[src/rtl/execute_stage.sv]
// Execute stage: ARM-style ALU and load/store address generation with a
// condition-gated NZCV flag register and one-cycle registered outputs.
module execute_stage (
    input  logic        clk,
    input  logic        reset,
    input  logic        stall,
    input  logic        flush,
    input  logic [31:0] data1_in,
    input  logic [31:0] data2_in,
    input  logic [31:0] store_data_in,
    input  logic [4:0]  opcode_in,
    input  logic [3:0]  cond_in,
    input  logic        cpsr_write_in,
    input  logic        load_store_in,
    input  logic        up_down_in,
    input  logic        pre_post_in,
    input  logic        byte_word_in,
    input  logic        write_back_in,
    input  logic [3:0]  rd_in,
    output logic [31:0] result_out,
    output logic [31:0] wb_addr_out,
    output logic [31:0] store_data_out,
    output logic [3:0]  rd_out,
    output logic        reg_write_out,
    output logic        mem_read_out,
    output logic        mem_write_out,
    output logic        byte_out,
    output logic        base_wb_out,
    output logic [3:0]  flags_out
);

    localparam int unsigned DW = 32;
    localparam int unsigned RW = 4;
    localparam int unsigned FW = 4;

    typedef enum logic [3:0] {
        OP_AND = 4'h0, OP_EOR = 4'h1, OP_SUB = 4'h2, OP_RSB = 4'h3,
        OP_ADD = 4'h4, OP_ADC = 4'h5, OP_SBC = 4'h6, OP_RSC = 4'h7,
        OP_TST = 4'h8, OP_TEQ = 4'h9, OP_CMP = 4'hA, OP_CMN = 4'hB,
        OP_ORR = 4'hC, OP_MOV = 4'hD, OP_BIC = 4'hE, OP_MVN = 4'hF
    } alu_op_e;

    logic [DW-1:0] result_q, result_d;
    logic [DW-1:0] wb_addr_q, wb_addr_d;
    logic [DW-1:0] store_data_q, store_data_d;
    logic [RW-1:0] rd_q, rd_d;
    logic          reg_write_q, reg_write_d;
    logic          mem_read_q, mem_read_d;
    logic          mem_write_q, mem_write_d;
    logic          byte_q, byte_d;
    logic          base_wb_q, base_wb_d;
    logic [FW-1:0] flags_q, flags_d;

    logic          flag_n, flag_z, flag_c, flag_v;
    logic          cond_pass;
    alu_op_e       alu_op;
    logic          is_mem, is_test, is_logic;
    logic [DW-1:0] op_x, op_y;
    logic          carry_in;
    logic [DW:0]   sum;
    logic [DW-1:0] alu_res;
    logic          alu_c, alu_v;
    logic [DW-1:0] offset;

    assign flag_n  = flags_q[3];
    assign flag_z  = flags_q[2];
    assign flag_c  = flags_q[1];
    assign flag_v  = flags_q[0];
    assign alu_op  = alu_op_e'(opcode_in[3:0]);
    assign is_mem  = opcode_in[4];
    assign is_test = (opcode_in[3:2] == 2'b10);

    // Condition check against the flags as they stand before this instruction
    always_comb begin
        cond_pass = 1'b0;
        case (cond_in)
            4'h0: cond_pass = flag_z;
            4'h1: cond_pass = !flag_z;
            4'h2: cond_pass = flag_c;
            4'h3: cond_pass = !flag_c;
            4'h4: cond_pass = flag_n;
            4'h5: cond_pass = !flag_n;
            4'h6: cond_pass = flag_v;
            4'h7: cond_pass = !flag_v;
            4'h8: cond_pass = flag_c && !flag_z;
            4'h9: cond_pass = !flag_c || flag_z;
            4'hA: cond_pass = (flag_n == flag_v);
            4'hB: cond_pass = (flag_n != flag_v);
            4'hC: cond_pass = !flag_z && (flag_n == flag_v);
            4'hD: cond_pass = flag_z || (flag_n != flag_v);
            4'hE: cond_pass = 1'b1;
            default: cond_pass = 1'b0;
        endcase
    end

    // Shared adder operand selection; subtraction is x + ~y + carry so that C is NOT borrow
    always_comb begin
        op_x     = data1_in;
        op_y     = data2_in;
        carry_in = 1'b0;
        case (alu_op)
            OP_SUB, OP_CMP: begin op_y = ~data2_in; carry_in = 1'b1; end
            OP_RSB:         begin op_x = data2_in; op_y = ~data1_in; carry_in = 1'b1; end
            OP_ADC:         carry_in = flag_c;
            OP_SBC:         begin op_y = ~data2_in; carry_in = flag_c; end
            OP_RSC:         begin op_x = data2_in; op_y = ~data1_in; carry_in = flag_c; end
            default:        carry_in = 1'b0;
        endcase
        sum   = {1'b0, op_x} + {1'b0, op_y} + {{DW{1'b0}}, carry_in};
        alu_c = sum[DW];
        alu_v = (op_x[DW-1] == op_y[DW-1]) && (sum[DW-1] != op_x[DW-1]);
    end

    // Result mux; logical ops leave C and V alone
    always_comb begin
        alu_res  = sum[DW-1:0];
        is_logic = 1'b1;
        case (alu_op)
            OP_AND, OP_TST: alu_res = data1_in & data2_in;
            OP_EOR, OP_TEQ: alu_res = data1_in ^ data2_in;
            OP_ORR:         alu_res = data1_in | data2_in;
            OP_MOV:         alu_res = data2_in;
            OP_BIC:         alu_res = data1_in & ~data2_in;
            OP_MVN:         alu_res = ~data2_in;
            default:        is_logic = 1'b0;
        endcase
    end

    assign offset = up_down_in ? (data1_in + data2_in) : (data1_in - data2_in);

    // Next-state: flush forces a bubble, stall holds, otherwise load the executed instruction
    always_comb begin
        result_d     = result_q;
        wb_addr_d    = wb_addr_q;
        store_data_d = store_data_q;
        rd_d         = rd_q;
        reg_write_d  = reg_write_q;
        mem_read_d   = mem_read_q;
        mem_write_d  = mem_write_q;
        byte_d       = byte_q;
        base_wb_d    = base_wb_q;
        flags_d      = flags_q;

        if (flush || !stall) begin
            result_d     = is_mem ? (pre_post_in ? offset : data1_in) : alu_res;
            wb_addr_d    = offset;
            store_data_d = store_data_in;
            rd_d         = rd_in;
            reg_write_d  = 1'b0;
            mem_read_d   = 1'b0;
            mem_write_d  = 1'b0;
            byte_d       = 1'b0;
            base_wb_d    = 1'b0;
        end

        if (!flush && !stall && cond_pass) begin
            if (is_mem) begin
                mem_read_d  = load_store_in;
                mem_write_d = !load_store_in;
                byte_d      = byte_word_in;
                base_wb_d   = write_back_in || !pre_post_in;
            end else begin
                reg_write_d = !is_test;
                if (cpsr_write_in || is_test) begin
                    flags_d = {alu_res[DW-1], (alu_res == '0),
                               is_logic ? flag_c : alu_c,
                               is_logic ? flag_v : alu_v};
                end
            end
        end
    end

    // State register with synchronous reset taking priority over stall and flush
    always_ff @(posedge clk) begin
        if (reset) begin
            result_q     <= '0;
            wb_addr_q    <= '0;
            store_data_q <= '0;
            rd_q         <= '0;
            reg_write_q  <= 1'b0;
            mem_read_q   <= 1'b0;
            mem_write_q  <= 1'b0;
            byte_q       <= 1'b0;
            base_wb_q    <= 1'b0;
            flags_q      <= '0;
        end else begin
            result_q     <= result_d;
            wb_addr_q    <= wb_addr_d;
            store_data_q <= store_data_d;
            rd_q         <= rd_d;
            reg_write_q  <= reg_write_d;
            mem_read_q   <= mem_read_d;
            mem_write_q  <= mem_write_d;
            byte_q       <= byte_d;
            base_wb_q    <= base_wb_d;
            flags_q      <= flags_d;
        end
    end

    assign result_out     = result_q;
    assign wb_addr_out    = wb_addr_q;
    assign store_data_out = store_data_q;
    assign rd_out         = rd_q;
    assign reg_write_out  = reg_write_q;
    assign mem_read_out   = mem_read_q;
    assign mem_write_out  = mem_write_q;
    assign byte_out       = byte_q;
    assign base_wb_out    = base_wb_q;
    assign flags_out      = flags_q;

endmodule

[config.mk]
export PLATFORM = sky130hd
export DESIGN_NAME = execute_stage
export DESIGN_NICKNAME = d
export VERILOG_FILES = /design/src/rtl/execute_stage.sv
export SDC_FILE = /design/constraint.sdc
export NUM_CORES = 1
export LEC_CHECK = 0
export ABC_CLOCK_PERIOD_IN_PS = 5800
export BUFFER_PORTS_ARGS = -buffer_cell sky130_fd_sc_hd__buf_2
export CAP_MARGIN = 0
export CORE_AREA = 4 4 128 252
export DETAILED_ROUTE_END_ITERATION = 6
export DIE_AREA = 0 0 132 256
export RECOVER_POWER = 100
export SETUP_SLACK_MARGIN = 0.05
export SYNTH_ARGS = -nofsm -noshare
export SYNTH_HDL_FRONTEND = slang
export SYNTH_SLANG_ARGS = --single-unit
export TNS_END_PERCENT = 100
[constraint.sdc]
create_clock -name clk -period 5.8 [get_ports clk]
set_input_delay 0.87 -clock clk [delete_from_list [all_inputs] [get_ports clk]]
set_output_delay 0.87 -clock clk [all_outputs]
set_load 0.02 [all_outputs]
# Word level (Yosys, flattened, before mapping)
# Cells that the tools add are included.
[totals]
regBits = 109
latchBits = 0
ram_bits = 0
rom_bits = 0
word_cells = 110
memories = 0
[classes]
n_addsub = 4
mul = 0
div = 0
magnitude_cmp = 0
eq_ne = 32
shift = 0
muxes = 24
bitwise_logic = 8
reduce_logical = 31
[op_table]
columns = ["op", "n"]
rows = [
  ["case mux 32 bit (6 select lines)", 1],
  ["2-to-1 mux 32 bit", 4],
  ["AND 32 bit", 2],
  ["inverter 32 bit", 2],
  ["case mux 32 bit (2 select lines)", 1],
  ["== test 4 bit, second input constant", 14],
  ["adder 32 x 32 -> 33 bit", 1],
  ["adder 33 x 1 -> 33 bit", 1],
  ["adder 32 bit", 1],
  ["zero test 32 bit", 1],
  ["OR 32 bit", 1],
  ["subtractor 32 bit", 1],
  ["XOR 32 bit", 1],
  ["== test 4 x 3 -> 1 bit, second input constant", 7],
  ["== test 4 x 2 -> 1 bit, second input constant", 4],
  ["2-to-1 mux 1 bit", 16],
  ["case mux 1 bit (15 select lines)", 1],
  ["zero test 1 bit", 9],
  ["OR reduction 3 bit", 3],
  ["== test 4 x 1 -> 1 bit, second input constant", 2],
  ["zero test 4 bit", 2],
  ["OR reduction 8 bit", 1],
  ["OR reduction 2 bit", 3],
  ["logical AND 1 bit", 5],
  ["other kinds (8)", 15],
]

# Longest topological paths before layout
# Gate-level depths: netlist of run 1.
[logic_depth]
depth_word = 7
depth_mapped = 22
mapped_depth_nobuf = 19

# Worst setup path before layout of run 1
# OpenSTA, ideal clock, no wires.
[synth_timing]
path_kind = "input port to flip-flop"
from = "input opcode_in[0]"
to = "register flags_q[2] (netlist: flags_out[2])"
arrival_time_ns = 5.287
slack_ns = 0.445
stages = 21
path_buffers = 4
path_cell_list = "clkbuf_1 > clkbuf_1 > clkbuf_1 > nand3b_1 > o21ai_1 > clkbuf_1 > nor2_1 > a211oi_1 > fa_1 > inv_1 > fa_1 > a211oi_1 > o21ai_1 > nand4_1 > a21oi_1 > or3_1 > a31o_2 > nor4_1 > and4b_1 > nand4_1 > o21ai_1"
[synth_via]
elab_chain_len = 7
[synth_rtl]
columns = ["element", "line", "rtl"]
rows = [
  ["start: declaration", "11", "input logic [4:0] opcode_in,"],
  ["== test 4 x 3 -> 1 bit (tied with other cells)", "101", "case (alu_op)"],
  ["OR reduction 3 bit (no source line) / OR reduction 2 bit (equally long branches)", "--", ""],
  ["case mux 32 bit (2 select lines) / 2-to-1 mux 32 bit (equally long branches)", "101", ""],
  ["adder 32 x 32 -> 33 bit", "109", "sum = {1'b0, op_x} + {1'b0, op_y} + {{DW{1'b0}}, carry_in};"],
  ["adder 33 x 1 -> 33 bit", "109", ""],
  ["case mux 32 bit (6 select lines) *", "118", "case (alu_op)"],
  ["zero test 32 bit *", "165", "flags_d = {alu_res[DW-1], (alu_res == '0),"],
  ["end signal: assignment", "196", "flags_q <= flags_d;"],
  ["end: declaration", "52", "logic [FW-1:0] flags_q, flags_d;"],
]
# Every way passes the cells marked *; elsewhere a longest branch is shown, timed or not.
# A chain may end at the register's enable or synchronous reset.

# Worst setup path after layout of run 1
# Ends and elaborated chain as after synthesis.

==> flow_metrics.env, run 1 <==
export IMPL_worstHoldPathType="register to register"
export IMPL_rsz0062_at_grt="no"
export IMPL_setup_violations=0
export IMPL_die_w_um=132
export IMPL_yosysWarnings=0
export IMPL_drv_cap=2
export IMPL_path_class="input port to register"
export IMPL_finalCriticalPeriod_ps=5230
export IMPL_start_kind="input port"
export IMPL_drt_iter0_markers=1145
export IMPL_crit_fanout=36
export IMPL_gp_congestion=0.985
export IMPL_rows=90
export IMPL_core_area_um2=30300
export IMPL_die_area_um2=33800
export IMPL_synth_edff_count=0
export IMPL_die_y_um=256
export IMPL_mostFrequentLayoutCell="nand2_1"
export IMPL_p_leak_uw=0.00584
export IMPL_area_growth_pct=13.2
export IMPL_maxSlewViolCount=80
export IMPL_synth_distinct_cells=89
export IMPL_portBuffers=227
export IMPL_finalCritPeriodShare_pct=90.2
export IMPL_hold_viol_final=0
export IMPL_slowest_stage="nor4bb_1"
export IMPL_drive_gt1_share_pct=10.5
export IMPL_required_ps=6080
export IMPL_hold_buffers=0
export IMPL_p_per_area_nw_per_um2=226
export IMPL_final_cell_mix="283 x nand2_1, 196 x o21ai_0, 185 x a21oi_1, 121 x nor2_1, 116 x clkbuf_1"
export IMPL_dominantRegCellSynth="dfxtp_1"
export IMPL_fin_setup_tns_ps=0
export IMPL_end_kind="register"
export IMPL_grt_max_degree=93
export IMPL_routed_wl_mm=47.7
export IMPL_clk_latency_ps=350
export IMPL_finClkSkew_ps=10.1
export IMPL_clk_path_buf_depth=2
export IMPL_num_nets_final=2140
export IMPL_fin_util_pct=44.8
export IMPL_violations="capacitance limit, slew limit"
export IMPL_clkTransAtPathRegs_ps=80
export IMPL_cts_resized_gates=0
export IMPL_totalPowerFinal_uw=3070
export IMPL_vias=13780
export IMPL_place_inst=2280
export IMPL_cts_root_buf="clkbuf_16"
export IMPL_crit_family="compound AO/OA/AOI/OAI gates"
export IMPL_gr_usage_all_layers_pct=26.8
export IMPL_syn_avg_cell_area_um2=6.86
export IMPL_syn_instance_count=1748
export IMPL_cts_tree="done"
export IMPL_cts_setup_buffers=0
export IMPL_placed_area_um2=13500
export IMPL_dp_hpwl_mm=37.9
export IMPL_async_reset_ff_share_pct=0
export IMPL_cts_buffers=9
export IMPL_status="complete, but fails checks"
export IMPL_final_cell_area_um2=13600
export IMPL_critPathMaxStageDelay_ps=580
export IMPL_max_slew_margin_pct=-82.9
export IMPL_grt_pass1_vias=13046
export IMPL_start_util_pct=39.6
export IMPL_finalNonFillerCells=2299
export IMPL_synth_seq_area_share_pct=18.2
export IMPL_syn_area_um2=12000
export IMPL_tightest_slew_ps=2740
export IMPL_cp_arrival_ps=5510
export IMPL_io_pins=228
export IMPL_antenna_found_initial=3
export IMPL_ir_worst_vdd_mv=0.157
export IMPL_regArea_um2=2180
export IMPL_nFillCells=3279
export IMPL_detail_route_first_pass_iterations=6
export IMPL_grt_ovfl_total=0
export IMPL_drc=0
export IMPL_cts_num_sinks=109
export IMPL_fmax_ghz=0.191
export IMPL_crit_chain="clkbuf_1, buf_4, nor2_1, a21oi_1, fa_1, inv_1, fa_1, a211oi_1, clkbuf_1, o21bai_1, mux2i_1, nor4bb_1, o2111a_1, nand4_1, a2111oi_0, buf_4, and4b_1, nand4_1, o21ai_0"
export IMPL_syn_num_nets=1965
export IMPL_grt_pass1_wl_mm=73.2
export IMPL_avgViaCountPerCell=5.99
export IMPL_path_buf_inv=5
export IMPL_synth_seq_cells=109
export IMPL_htree_levels=3
export IMPL_ant_nets=0
export IMPL_multi_input_area_um2=8900
export IMPL_routedWlPerCell_um=20.7
==> cells in the mapped netlist (10+ instances only) <==
library cell / n / area [µm²]
nand2_1: 283 / 1060
o21ai_0: 193 / 966
a21oi_1: 184 / 921
nor2_1: 121 / 454
dfxtp_1: 109 / 2180
ha_1: 95 / 1190
inv_1: 86 / 323
clkbuf_1: 85 / 319
xnor2_1: 58 / 508
a211oi_1: 50 / 375
nor3_1: 41 / 205
a21o_1: 33 / 248
o211ai_1: 20 / 150
a31oi_1: 19 / 119
nand3_1: 19 / 95.1
xor2_1: 19 / 166
buf_2: 18 / 90.1
mux2i_1: 18 / 180
o21a_1: 15 / 113
a2111oi_0: 12 / 105
nand4_1: 12 / 75.1
nor4_1: 12 / 75.1
a22oi_1: 11 / 82.6
nand2b_1: 11 / 68.8
nand3b_1: 11 / 82.6
nor2b_1: 11 / 68.8
and3_1: 10 / 62.6
o211a_1: 10 / 100
or3_1: 10 / 62.6
==> cells by family (layout without fill, tap and decap cells) <==
kind of cell               Yosys count  in the layout  share of synthesized area, %
AOI/OAI and AO/OA                  650            650                          34.3
xor gates and xnor gates            79             79                          5.90
adders and majority gates           98             98                          10.4
buffers and inverters              205            385                          7.19
DFF                                109            109                          18.2
muxes                               19             19                          1.60
other                                0              3                             0
and+or+nand+nor                    588            588                          22.4
==> report_power, final <==
| group | leakage [µW] | internal, µW | switching [µW] |
|---|---|---|---|
| combinational | 0.00479 | 581 | 1020 |
| clock | 0.000144 | 307 | 286 |
| sequential | 0.000903 | 831 | 45.9 |
| total | 0.00584 | 1720 | 1350 |
==> per-stage QoR <==
step                      setup WS, ps  hold slack, ps
after detailed placement           506             440
after CTS                          863             450
final                              569             451
after global routing               346             469
after global placement             477             435
after floorplan                    445             530
==> sequential cells by signal (all words and copies together) (netlist names) <==
signal and cells:
mem_write_out 1, mem_read_out 1, flags_out 4, reg_write_out 1, rd_out 4, base_wb_out 1, store_data_out 32, result_out 32
wb_addr_out 32, byte_out 1
==> worst paths after layout <==
kind / start / to / slack [ps] / cells past startpoint
min: store_data_out[28] / store_data_out[28] / 450 / 2
max reg2reg: flags_out[1] / flags_out[2] / 910 / 18
max: opcode_in[0] / flags_out[2] / 570 / 19
min reg2reg: store_data_out[28] / store_data_out[28] / 450 / 2
==> layer usage <==
metal  vias up  global-route usage (%)  wire length (µm)
met3       125                    3.30              3050
met2       606                    47.2             23400
li1       6684                       -                 -
met4         0                    13.5              2350
met1      6365                    31.8             18800
met5         -                       0                 0
==> tightest hold or removal path, cell delays in order, from the launching register on <==
cell,delay (ps)
dfxtp_1,310
nand2_1,50
a21oi_1,50
==> cell type report <==
class | instances | share of cell area (%)
antenna | 3 | 0.0553
clock buffer | 10 | 1.76
clock inverter | 6 | 0.332
inverter | 87 | 2.41
multi-input combinational | 1434 | 65.5
sequential | 109 | 16.1
tap | 368 | 3.39
timing repair buffer | 282 | 10.5
(Power assumes the default switching activity.)
==> run 2: changes to the inputs <==
--- a/config.mk
+++ b/config.mk
@@ -5,7 +5,7 @@
 export SDC_FILE = /design/constraint.sdc
 export NUM_CORES = 1
 export LEC_CHECK = 0
-export ABC_CLOCK_PERIOD_IN_PS = 5800
+export ABC_CLOCK_PERIOD_IN_PS = 6100
 export BUFFER_PORTS_ARGS = -buffer_cell sky130_fd_sc_hd__buf_2
 export CAP_MARGIN = 0
 export CORE_AREA = 4 4 128 252
==> constraint.sdc (replaced) <==
create_clock -name clk -period 6.1 [get_ports clk]
set_input_delay 0.915 -clock clk [delete_from_list [all_inputs] [get_ports clk]]
set_output_delay 0.915 -clock clk [all_outputs]
set_load 0.02 [all_outputs]
==> run 2 against run 1 <==
  * The run still ends with capacitance limit, slew limit left
  * First-iteration DRC count rose by 13%
  * Register-to-register slack gained 350 ps
  * Global-route usage fell by 0.99 points
  * Total power decreased by 4.9%
  * Routed wire length down 3.3%
  * Combinational power is 8% lower
  * Clock skew is 0.91 ps higher
  * Sequential power fell by 4.9%
  * Largest cell class unchanged
==> flow_metrics.env, run 2 (synthesis results as in run 1) <==
export IMPL_fmax_ghz=0.184
export IMPL_start_util_pct=39.6
export IMPL_grt_ovfl_total=0
export IMPL_die_w_um=132
export IMPL_maxSlewViolCount=113
export IMPL_rows=90
export IMPL_crit_fanout=10
export IMPL_setup_violations=0
export IMPL_path_class="input port to register"
export IMPL_portBuffers=227
export IMPL_tightest_slew_ps=2680
export IMPL_p_sw_share_pct=43.7
export IMPL_end_kind="register"
export IMPL_routed_wl_mm=46.1
export IMPL_ant_nets=0
export IMPL_fin_setup_tns_ps=0
export IMPL_cts_num_sinks=109
export IMPL_area_growth_pct=11.8
export IMPL_violations="capacitance limit, slew limit"
export IMPL_final_cell_area_um2=13400
export IMPL_drv_cap=2
export IMPL_num_nets_final=2120
export IMPL_worstHoldPathType="register to register"
export IMPL_cts_setup_buffers=0
export IMPL_hold_end="store_data_out[1]"
export IMPL_gp_congestion=0.959
export IMPL_start_kind="input port"
export IMPL_pwr_share_seq_pct=28.6
export IMPL_die_y_um=256
export IMPL_finalCriticalPeriod_ps=5450
export IMPL_rr_worst_depth=18
export IMPL_ir_worst_vdd_mv=0.153
export IMPL_rrSetupSlack_ps=1260
export IMPL_placed_area_um2=13300
export IMPL_gr_usage_all_layers_pct=25.9
export IMPL_combPwrFrac_pct=50.5
export IMPL_clk_path_buf_depth=2
export IMPL_nFillCells=3284
export IMPL_hold_path_startpoint="store_data_out[1]"
export IMPL_rsz0062_at_grt="no"
export IMPL_p_int_uw=1640
export IMPL_drt_iter0_markers=1293
export IMPL_hold_viol_final=0
export IMPL_whs_path_depth=2
export IMPL_multi_input_area_um2=8880
export IMPL_htree_levels=3
export IMPL_reg2reg_from="flags_out[1]"
export IMPL_clkTransAtPathRegs_ps=80
export IMPL_mostFrequentLayoutCell="nand2_1"
export IMPL_cts_tree="done"
export IMPL_routedWlPerCell_um=20.2
export IMPL_p_leak_uw=0.00572
export IMPL_avgViaCountPerCell=5.96
export IMPL_detail_route_first_pass_iterations=6
export IMPL_vias=13570
export IMPL_rr_endpoint="flags_out[2]"
export IMPL_p_per_area_nw_per_um2=218
export IMPL_grt_pass1_vias=12884
export IMPL_cts_root_buf="clkbuf_16"
export IMPL_drc=0
export IMPL_totalPowerFinal_uw=2920
export IMPL_grt_max_degree=82
export IMPL_die_area_um2=33800
export IMPL_required_ps=6400
export IMPL_timing_hold_ws_ps=450
export IMPL_cts_buffers=9
export IMPL_clk_latency_ps=360
export IMPL_hold_buffers=0
export IMPL_io_pins=228
export IMPL_finalCritPeriodShare_pct=89.3
export IMPL_pwr_share_clk_pct=20.9
export IMPL_regArea_um2=2180
export IMPL_max_slew_margin_pct=-78.6
export IMPL_core_area_um2=30300
export IMPL_net_switching_power_uw=1280
export IMPL_grt_pass1_wl_mm=71.4
export IMPL_status="complete, but fails checks"
export IMPL_cts_resized_gates=0
export IMPL_final_cell_mix="283 x nand2_1, 196 x o21ai_0, 186 x a21oi_1, 121 x nor2_1, 118 x clkbuf_1"
export IMPL_cp_arrival_ps=5750
export IMPL_finClkSkew_ps=11.0
export IMPL_drive_gt1_share_pct=9.33
export IMPL_dp_hpwl_mm=36.8
export IMPL_antenna_found_initial=1
## run 2: changes by cell type in the layout (fill, tap and decap cells not counted), sizes merged
cell / delta
buf: -23
bufinv: +1
clkbuf: +2
clkinv: -1
clkinvlp: +2
diode: -2
inv: -1
## run 2: power groups by stage
stage / clock, µW / combinational (µW) / sequential, µW
2_1_floorplan: 0 / 936 / 940
3_3_place_gp: 0 / 1480 / 846
3_5_place_dp: 0 / 1490 / 850
4_1_cts: 631 / 1490 / 833
5_1_grt: 658 / 1610 / 845
6_report: 610 / 1470 / 834
## run 2: per-layer routing
layer,up-vias,part of all wire (%),GRT usage [%]
met5,-,0,0
li1,6623,-,-
met3,107,5.5,2.48
met1,6251,41,31.4
met2,589,49,45.9
met4,0,4.3,11.5
## run 2: layout make-up
| class | instances | area share (%) |
|---|---|---|
| Antenna cell | 1 | 0.0187 |
| Clock buffer | 9 | 1.68 |
| Clock inverter | 7 | 0.616 |
| Inverter | 87 | 2.44 |
| Multi-Input combinational cell | 1434 | 66.3 |
| Sequential cell | 109 | 16.3 |
| Tap cell | 368 | 3.44 |
| Timing Repair Buffer | 262 | 9.26 |
## run 2: critical path: stages
cell	delay [ps]
clkbuf_1	240
and2_0	530
o21ai_0	220
nor2_1	120
a211oi_1	60
fa_1	450
inv_1	90
fa_1	230
a211oi_1	100
clkbuf_1	140
o21ai_1	310
nand4_1	260
a2111oi_1	700
o211a_1	240
o21a_1	120
o21ai_0	170
a2111oi_0	470
buf_4	180
nand4_1	90
o21ai_1	90
## run 2: how the worst max path moves through the flow
| stage | end | from | depth (start not counted) |
|---|---|---|---|
| 6_report | flags_out[2] | opcode_in[2] | 20 |
| 5_1_grt | flags_out[2] | opcode_in[2] | 20 |
| 4_1_cts | flags_out[2] | opcode_in[2] | 19 |
| 3_5_place_dp | flags_out[2] | opcode_in[2] | 19 |
| 3_3_place_gp | flags_out[2] | opcode_in[2] | 20 |
| 2_1_floorplan | flags_out[2] | opcode_in[0] | 21 |
## run 2: metrics by stage
step | util, % | instances | setup slack [ps]
2_1_floorplan | - | 1748 | 700
3_3_place_gp | 44.0 | 2260 | 688
3_5_place_dp | 44.0 | 2260 | 660
4_1_cts | 45.0 | 2276 | 1040
5_1_grt | 44.2 | 2277 | 346
6_report | 44.2 | 2277 | 652
